## config.mk

```make
export PLATFORM = sky130hd
export DESIGN_NAME = seg7_scan_driver
export DESIGN_NICKNAME = d
export VERILOG_FILES = /design/src/rtl/seg7_scan_driver_pkg.sv /design/src/rtl/seg_dec.sv /design/src/rtl/seg7_scan_driver.sv
export SDC_FILE = /design/constraint.sdc
export NUM_CORES = 1
export LEC_CHECK = 0
export ABC_AREA = 1
export CAP_MARGIN = 40
export CORE_MARGIN = 5
export CORE_UTILIZATION = 28
export DETAILED_ROUTE_END_ITERATION = 6
export GPL_TIMING_DRIVEN = 0
export HOLD_SLACK_MARGIN = 0.15
export PLACE_DENSITY = 0.42
export SLEW_MARGIN = 0
export SYNTH_ARGS = -nofsm -noshare
export SYNTH_HDL_FRONTEND = slang
export SYNTH_SLANG_ARGS = --single-unit
```

## constraint.sdc

```tcl
create_clock -name clk -period 2.33 [get_ports clk]
set_input_delay 0.466 -clock clk [delete_from_list [all_inputs] [get_ports clk]]
set_output_delay 0.466 -clock clk [all_outputs]
set_load 0.02 [all_outputs]
```

## src/rtl/seg7_scan_driver_pkg.sv

```systemverilog
// Shared constants for the multiplexed 7-segment scan driver.
// Segment bit 0 is 'a' and bit 6 is 'g'. A 1 lights the segment.
package seg7_scan_driver_pkg;

    localparam logic [6:0] SEG_0     = 7'h3F;
    localparam logic [6:0] SEG_1     = 7'h06;
    localparam logic [6:0] SEG_2     = 7'h5B;
    localparam logic [6:0] SEG_3     = 7'h4F;
    localparam logic [6:0] SEG_4     = 7'h66;
    localparam logic [6:0] SEG_5     = 7'h6D;
    localparam logic [6:0] SEG_6     = 7'h7D;
    localparam logic [6:0] SEG_7     = 7'h07;
    localparam logic [6:0] SEG_8     = 7'h7F;
    localparam logic [6:0] SEG_9     = 7'h6F;
    localparam logic [6:0] SEG_A     = 7'h77;
    localparam logic [6:0] SEG_B     = 7'h7C;
    localparam logic [6:0] SEG_C     = 7'h39;
    localparam logic [6:0] SEG_D     = 7'h5E;
    localparam logic [6:0] SEG_E     = 7'h79;
    localparam logic [6:0] SEG_F     = 7'h71;
    localparam logic [6:0] SEG_BLANK = 7'h00;

    localparam int N_DIGITS_MIN = 2;
    localparam int N_DIGITS_MAX = 8;
    localparam int SCAN_DIV_MIN = 4;
    localparam int DEAD_MIN     = 1;

endpackage

```

## src/rtl/seg_dec.sv

```systemverilog
// Hex nibble to 7-segment pattern decoder (purely combinational).
module seg_dec
    import seg7_scan_driver_pkg::*;
(
    input  logic [3:0] iNibble,
    output logic [6:0] oSeg
);

    // Table lookup of the segment pattern for one nibble
    always_comb begin
        case (iNibble)
            4'h0:    oSeg = SEG_0;
            4'h1:    oSeg = SEG_1;
            4'h2:    oSeg = SEG_2;
            4'h3:    oSeg = SEG_3;
            4'h4:    oSeg = SEG_4;
            4'h5:    oSeg = SEG_5;
            4'h6:    oSeg = SEG_6;
            4'h7:    oSeg = SEG_7;
            4'h8:    oSeg = SEG_8;
            4'h9:    oSeg = SEG_9;
            4'hA:    oSeg = SEG_A;
            4'hB:    oSeg = SEG_B;
            4'hC:    oSeg = SEG_C;
            4'hD:    oSeg = SEG_D;
            4'hE:    oSeg = SEG_E;
            4'hF:    oSeg = SEG_F;
            default: oSeg = SEG_BLANK;
        endcase
    end

endmodule

```

## src/rtl/seg7_scan_driver.sv

```systemverilog
// Time-multiplexed 7-segment driver with double-buffered frames,
// per-slot dead time, per-digit blanking and leading-zero suppression.
module seg7_scan_driver
    import seg7_scan_driver_pkg::*;
#(
    parameter int N_DIGITS = 4,
    parameter int SCAN_DIV = 50000,
    parameter int DEAD     = 16
) (
    input  logic                    clk,
    input  logic                    reset_n,
    input  logic                    iLoad,
    input  logic [4*N_DIGITS-1:0]   iHexBus,
    input  logic [N_DIGITS-1:0]     iBlank,
    input  logic                    iLzs,
    output logic                    oPending,
    output logic                    oFrame,
    output logic [N_DIGITS-1:0]     oDIGIT,
    output logic [6:0]              oSEG7
);

    localparam int PW = $clog2(SCAN_DIV);
    localparam int IW = $clog2(N_DIGITS);
    localparam logic [PW-1:0]       PRESC_LAST = PW'(SCAN_DIV - 1);
    localparam logic [PW-1:0]       DEAD_END   = PW'(DEAD);
    localparam logic [IW-1:0]       IDX_LAST   = IW'(N_DIGITS - 1);
    localparam logic [N_DIGITS-1:0] DIG_ONE    = N_DIGITS'(1);

    if (N_DIGITS < N_DIGITS_MIN || N_DIGITS > N_DIGITS_MAX) begin : g_bad_digits
        $error("seg7_scan_driver: N_DIGITS out of range");
    end
    if (SCAN_DIV < SCAN_DIV_MIN || DEAD < DEAD_MIN || DEAD >= SCAN_DIV) begin : g_bad_timing
        $error("seg7_scan_driver: SCAN_DIV/DEAD out of range");
    end

    logic [PW-1:0]         presc_q, presc_d;
    logic [IW-1:0]         idx_q, idx_d;
    logic [4*N_DIGITS-1:0] pend_data_q, pend_data_d;
    logic [N_DIGITS-1:0]   pend_mask_q, pend_mask_d;
    logic                  pend_q, pend_d;
    logic [4*N_DIGITS-1:0] disp_data_q, disp_data_d;
    logic [N_DIGITS-1:0]   disp_mask_q, disp_mask_d;
    logic                  frame_q, frame_d;
    logic [N_DIGITS-1:0]   digit_q, digit_d;
    logic [6:0]            seg_q, seg_d;

    logic                  tick_s;
    logic                  boundary_s;
    logic [3:0]            nib_s;
    logic [6:0]            dec_seg_s;
    logic [N_DIGITS-1:0]   lz_sup_s;
    logic                  blank_s;

    assign tick_s     = (presc_q == PRESC_LAST);
    assign boundary_s = tick_s && (idx_q == IDX_LAST);

    // Prescaler and digit index advance
    always_comb begin
        presc_d = presc_q;
        idx_d   = idx_q;
        if (tick_s) begin
            presc_d = '0;
            if (idx_q == IDX_LAST) begin
                idx_d = '0;
            end else begin
                idx_d = idx_q + IW'(1);
            end
        end else begin
            presc_d = presc_q + PW'(1);
        end
    end

    // Pending/display buffers: a load on the boundary bypasses the pending stage
    always_comb begin
        pend_data_d = pend_data_q;
        pend_mask_d = pend_mask_q;
        pend_d      = pend_q;
        disp_data_d = disp_data_q;
        disp_mask_d = disp_mask_q;
        frame_d     = boundary_s;
        if (iLoad && boundary_s) begin
            disp_data_d = iHexBus;
            disp_mask_d = iBlank;
            pend_d      = 1'b0;
        end else if (iLoad) begin
            pend_data_d = iHexBus;
            pend_mask_d = iBlank;
            pend_d      = 1'b1;
        end else if (boundary_s && pend_q) begin
            disp_data_d = pend_data_q;
            disp_mask_d = pend_mask_q;
            pend_d      = 1'b0;
        end else begin
            pend_d      = pend_q;
        end
    end

    // Leading-zero run from the top digit; digit 0 is always shown
    always_comb begin : lzs_scan
        logic zero_run;
        lz_sup_s = '0;
        zero_run = iLzs;
        for (int k = N_DIGITS - 1; k >= 1; k--) begin
            zero_run    = zero_run && (disp_data_q[4*k +: 4] == 4'h0);
            lz_sup_s[k] = zero_run;
        end
    end

    assign nib_s   = disp_data_q[{idx_q, 2'b00} +: 4];
    assign blank_s = disp_mask_q[idx_q] | lz_sup_s[idx_q];

    seg_dec u_seg_dec (
        .iNibble (nib_s),
        .oSeg    (dec_seg_s)
    );

    // Next registered drive for the digit and segment pins
    always_comb begin
        if (presc_q < DEAD_END) begin
            digit_d = '0;
            seg_d   = SEG_BLANK;
        end else begin
            digit_d = DIG_ONE << idx_q;
            seg_d   = blank_s ? SEG_BLANK : dec_seg_s;
        end
    end

    // State and output registers
    always_ff @(posedge clk or negedge reset_n) begin
        if (!reset_n) begin
            presc_q     <= '0;
            idx_q       <= '0;
            pend_data_q <= '0;
            pend_mask_q <= '0;
            pend_q      <= 1'b0;
            disp_data_q <= '0;
            disp_mask_q <= '0;
            frame_q     <= 1'b0;
            digit_q     <= '0;
            seg_q       <= SEG_BLANK;
        end else begin
            presc_q     <= presc_d;
            idx_q       <= idx_d;
            pend_data_q <= pend_data_d;
            pend_mask_q <= pend_mask_d;
            pend_q      <= pend_d;
            disp_data_q <= disp_data_d;
            disp_mask_q <= disp_mask_d;
            frame_q     <= frame_d;
            digit_q     <= digit_d;
            seg_q       <= seg_d;
        end
    end

    assign oPending = pend_q;
    assign oFrame   = frame_q;
    assign oDIGIT   = digit_q;
    assign oSEG7    = seg_q;

endmodule

```

# After elaboration in Yosys (flattened, before gate mapping)
# Memories as Yosys holds them, arrays and structs flattened.
# Index checks and enable logic that the tools add are counted.
[op_classes] addsub=2 n_mul=0 div=0 magnitude_cmp=2 eq_ne=3 n_shift=2 n_mux=18 bitwise=2 reduce_logical=13
[op_table] cell="$mux 16" n=4
[op_table] cell="$add 16x1->16 const B" n=1
[op_table] cell="$eq 16x16->1 const B" n=1
[op_table] cell="$lt 16x5->1 const B" n=1
[op_table] cell="$mux 4" n=4
[op_table] cell="$shiftx 16x5->4" n=1
[op_table] cell="$mux 7" n=2
[op_table] cell="$logic_not 4->1" n=3
[op_table] cell="$logic_and 1x1->1" n=6
[op_table] cell="$mux 1" n=5
[op_table] cell="$bmux 1 s2" n=2
[op_table] cell="$reduce_and 2->1" n=2
[op_table] cell="$shl 1x2->4 const A" n=1
[op_table] cell="$lt 2x3->1 const B" n=1
[op_table] cell="$reduce_bool 3->1" n=1
[op_table] cell="$add 2x1->2 const B" n=1
[op_table] cell="$eq 2x2->1 const B" n=1
[op_table] cell="$mux 2" n=1
[op_table] cell="$ne 2x1->1 const B" n=1
[op_table] cell="$reduce_bool 2->1" n=1
[op_table] cell="$not 1->1" n=1
[op_table] cell="$or 1x1->1" n=1
[word_totals] register_bits=71 latchBits=0 ram_bits=0 mem_bits_ro=112 input_bits=24 out_inout_bits=13 word_cells=53 mem_count=1
[mem_list] memory="(name not given)" depth=16 word_bits=7 read_ports=1 rd_clocked_by_memory_dff=0 wr=0 line="seg_dec.sv:11" source="case (iNibble)"

# Depth between registers and ports, before layout
[depth] depth_word=9 depth_mapped=13 depth_no_buf=11

# Hierarchy
# Synthesis repeated with hierarchy kept, for this count alone.
[hier_totals] cells_unflattened=503 area_unflattened_um2=3862.5
[by_module_without_submodules] module="seg7_scan_driver" n_inst=1 cells_each=451 area_each_um2=3592.2 seq_area_each_um2=1776.7
[by_module_without_submodules] module="seg_dec" n_inst=1 cells_each=52 area_each_um2=270.3 seq_area_each_um2=0.0

# Least setup slack after synthesis
# Ideal clock, no wire load.
[synth_path] path_kind="flip-flop to flip-flop" start="register idx_q[0]" end="register seg_q[1], in the netlist oSEG7[1]" setup_time_ps=115 arrival_ps=1533 required_ps=2215 setup_slack_ps=682 path_stages_with_launch=13 path_buffers=2 period_less_slack_ps=1648 path_cell_list="dfrtp_1 buf_4 inv_2 buf_4 nand2_1 nand3_1 nand2_1 ha_1 inv_1 nor2_1 nand2_1 nand2_1 nor2_1"
[synth_between] elab_chain_len=5 elab_cells_between_ends=9 cone_classes="1 x shift; 6 x mux; 1 x bitwise; 1 x memory"
[synth_lines] item="start, declared" line="seg7_scan_driver.sv:37" source="logic [IW-1:0] idx_q, idx_d;"
[synth_lines] item="start signal, assigned" line="seg7_scan_driver.sv:143" source="idx_q <= idx_d;"
[synth_lines] item="parallel branches: the longest is 3 deep, another holds $mem_v2 16x7"
[synth_lines] item="$mux 7 *" line="seg7_scan_driver.sv:124" source="seg_d = blank_s ? SEG_BLANK : dec_seg_s;"
[synth_lines] item="$mux 7 *" line="seg7_scan_driver.sv:119" source="if (presc_q < DEAD_END) begin"
[synth_lines] item="via seg_d[1]" line="seg7_scan_driver.sv:45" source="logic [6:0] seg_q, seg_d;"
[synth_lines] item="end signal, assigned" line="seg7_scan_driver.sv:151" source="seg_q <= seg_d;"
[synth_lines] item="end, declared" line="seg7_scan_driver.sv:45"
# Mark *: on every way through the listed nets, which the timed path passes. The select of a mux whose other input is x is not followed.
# A chain may end at the register's enable or synchronous reset.

# Worst setup path in the final report
[layout_path] start="register idx_q[0]" end="register seg_q[5], in the netlist oSEG7[5]"
# Same word-level chain as after synthesis.

==> results.yml <==
die:
  io_pins: 37
  die_area_um2: 16100
  row_count: 42
  start_util_pct: 28.8
  die_w_um: 127
  die-height_um: 127
  core_um2: 13300
global_routing:
  grt-ovfl-total: 0
  grt_pass1_vias: 3256
  grt_pass1_wl_um: 16300
  track_usage_pct: 12.7
  grt_antenna_before_repair: 0
  grt_max_degree: 47
timing:
  worst_hold_slack_ps: 459
  skew_ps: 6.79
  rsz0062_at_grt: "false"
  finalHoldViolations: 0
  max_slew_margin_pct: 67.1
  tns_ps: 0
  min_period_ps: 1980
  setup_viol: 0
  fmax_ghz: 0.505
  slew_viol_final: 0
  worst_pin_slew_ps: 493
  min_period_over_period_pct: 85.0
logic_synthesis:
  yosysWarnings: 0
  synth-seq-area-share_pct: 46.5
  syn_avg_cell_area_um2: 7.14
  yosys.area_share.simple_pct: 37.5
  synth-compound-area-share_pct: 2.16
  yosysTopAreaCellShare_pct: 46.5
  yosys.area_share.adder_pct: 3.60
  synthTopCellsByArea: "dfrtp_1 (46%), nand2_1 (20%), nor2_1 (9.1%)"
  synth_top_family_by_area: "simple AND/OR/NAND/NOR gates"
  syn_nets: 571
  synth_cells: 536
  synthXorXnorAreaFrac_pct: 1.83
  yosys.cell_types.count: 26
  synth_seq_cells: 71
  synthMuxAreaShare_pct: 0
  synth_top_area_cell: "dfrtp_1"
  netlist_area_um2: 3820
worst_hold_path:
  hold_path.class: "reg -> reg"
  min_path_cells: 1
  holdPathEnd: "presc_q[0]"
  min_from: "presc_q[0]"
power:
  power_density_nw_per_um2: 598
  p_sw_w: 0.000642
  seq_power_share_pct: 45.1
  p_int_w: 0.00219
  leakagePower_nw: 2.55
  clkPwrFrac_pct: 49.0
  p_comb_share_pct: 5.9
  switching_share_pct: 22.7
  ir_drop_mv: 0.336
final_layout:
  diodes: 0
  final_cells: 766
  final_nets: 620
  syn_to_final_growth_pct: 23.9
  drive_gt1_share_pct: 7.29
clocking:
  cts_tree: "yes"
  postCtsSetupBuffers: 0
  cts.sinks: 71
  htree_num_levels: 3
  clock_path_buffers: 2
  clockRootBuffer: "clkbuf_16"
  cts_buffers: 9
  path_clk_slew_ps: 60
  clk_latency_ps: 340
critical_path:
  critical_path_required_ps: 2550
  r2r_slack_ps: 350
  crit_path_max_fanout: 11
  reg2reg_from: "idx_q[0]"
  r2r_end: "oSEG7[5]"
  crit_path_start_kind: "flop"
  crit_arrival_ps: 2200
  end_kind: "flop"
  rr_worst_depth: 11
  path_class: "reg -> reg"
route:
  drt_iter0_markers: 147
  drc_errors: 0
  wl_per_cell_um: 12.2
  drtAntennaViolNets: 0
  wirelength_um: 9370
  avgViaCountPerCell: 4.23
  dr.pass1.iters: 4
  vias: 3242
placement:
  gp_congestion: 0.811
  post-dp-hpwl_um: 6810
  dp.cells: 749
  port_buffers: 36
status:
  status: "completed"
job:
  drv_cap: 0
[cell families after synthesis]
group	Yosys count
DFF	71
and+or+nand+nor	355
buffers and inverters	76
xor gates and xnor gates	8
AOI/OAI and AO/OA	15
adders and majority gates	11
[cells in the final DEF (no fill, tap or decap), drive strengths merged, types with 2 or more instances in the layout]
master / count
a21oi: 6
buf: 15
clkbuf: 15
clkdlybuf4s50: 35
clkinv: 4
clkinvlp: 2
dfrtp: 71
ha: 11
inv: 57
nand2: 208
nand3: 41
nand4: 4
nor2: 95
nor3: 4
o21ai: 6
o21bai: 2
or2: 2
xor2: 8
[cell type report]
type | count | area [um^2]
Multi-Input combinational cell | 389 | 1730
Clock buffer | 10 | 239
Inverter | 58 | 223
Timing Repair Buffer | 38 | 395
Clock inverter | 6 | 60.1
Fill cell | 1439 | 8560
Tap cell | 176 | 220
Sequential cell | 71 | 1780
Buffer | 18 | 100
[sequential cells by signal (all words and copies together) (netlist names)]
| register | flops |
|---|---|
| idx_q | 2 |
| disp_data_q | 16 |
| disp_mask_q | 4 |
| oDIGIT | 4 |
| oSEG7 | 7 |
| pend_data_q | 16 |
| pend_mask_q | 4 |
| oFrame | 1 |
| presc_q | 16 |
| oPending | 1 |
[through the flow]
stage / setup slack [ps] / util, % / cell area (um^2) / power [W]
after detailed placement: 245 / 33.3 / 4430 / 0.00147
after global routing: 153 / 35.6 / 4740 / 0.00297
after global placement: -1930 / 33.1 / 4410 / 0.00146
after CTS: 338 / 35.6 / 4740 / 0.00289
after floorplan: 682 / - / 3820 / 0.00137
final: 350 / 35.6 / 4740 / 0.00283
[worst max-delay path by stage]
stage	from	endpoint	slack, ps	cells after the start
2_1_floorplan	idx_q[0]	oSEG7[1]	680	12
3_3_place_gp	reset_n	pend_data_q[12]	-1930	1
3_5_place_dp	iLoad	disp_data_q[8]	240	7
4_1_cts	idx_q[0]	oSEG7[3]	340	13
5_1_grt	idx_q[0]	oSEG7[3]	150	12
6_report	idx_q[0]	oSEG7[5]	350	11
[Yosys cell counts]
| cell | instances |
|---|---|
| nand2_2 | 4 |
| clkbuf_1 | 5 |
| buf_2 | 8 |
| nor2_2 | 1 |
| inv_1 | 54 |
| ha_1 | 11 |
| clkinv_4 | 1 |
| nor2_1 | 93 |
| xor2_1 | 8 |
| nor2_4 | 1 |
| nand2_1 | 203 |
| o21ai_0 | 6 |
| buf_1 | 1 |
| inv_2 | 3 |
| buf_6 | 2 |
| buf_4 | 2 |
| o21a_1 | 1 |
| nor3_1 | 4 |
| nand3_1 | 41 |
| dfrtp_1 | 71 |
| nand2_4 | 1 |
| nand3b_1 | 1 |
| o21bai_1 | 2 |
| a21oi_1 | 6 |
| or2_2 | 2 |
| nand4_1 | 4 |
[power groups by stage]
stage / logic, W / registers (W) / clock network (W)
after floorplan: 0.0000764 / 0.00130 / 0
after global placement: 0.000164 / 0.00130 / 0
after detailed placement: 0.000170 / 0.00130 / 0
after CTS: 0.000173 / 0.00128 / 0.00144
after global routing: 0.000196 / 0.00128 / 0.00149
final: 0.000167 / 0.00128 / 0.00139
[worst max-delay path, cell delays in order (launching register included)]
cell	delay, ps
dfrtp_1	410
buf_4	180
inv_2	50
buf_4	170
nand2_1	70
nand3_1	90
nand2_1	160
inv_1	140
ha_1	180
nand3_1	150
a21oi_1	190
nor2_1	70
[metal layers]
metal	GRT usage [%]	wire length [um]	vias to the layer above
met3	3.87	318	7
met4	4.48	86	0
li1	-	-	1725
met2	18.9	4130	46
met1	17.6	4840	1464
met5	0	0	-
[what timing repair did]
action	4_1_cts	5_1_grt
hold buffers	1	0
resized for setup	0	0
hold endpoints to repair	25	0
setup endpoints to repair	0	0
Power figures use the tool's default switching activity.
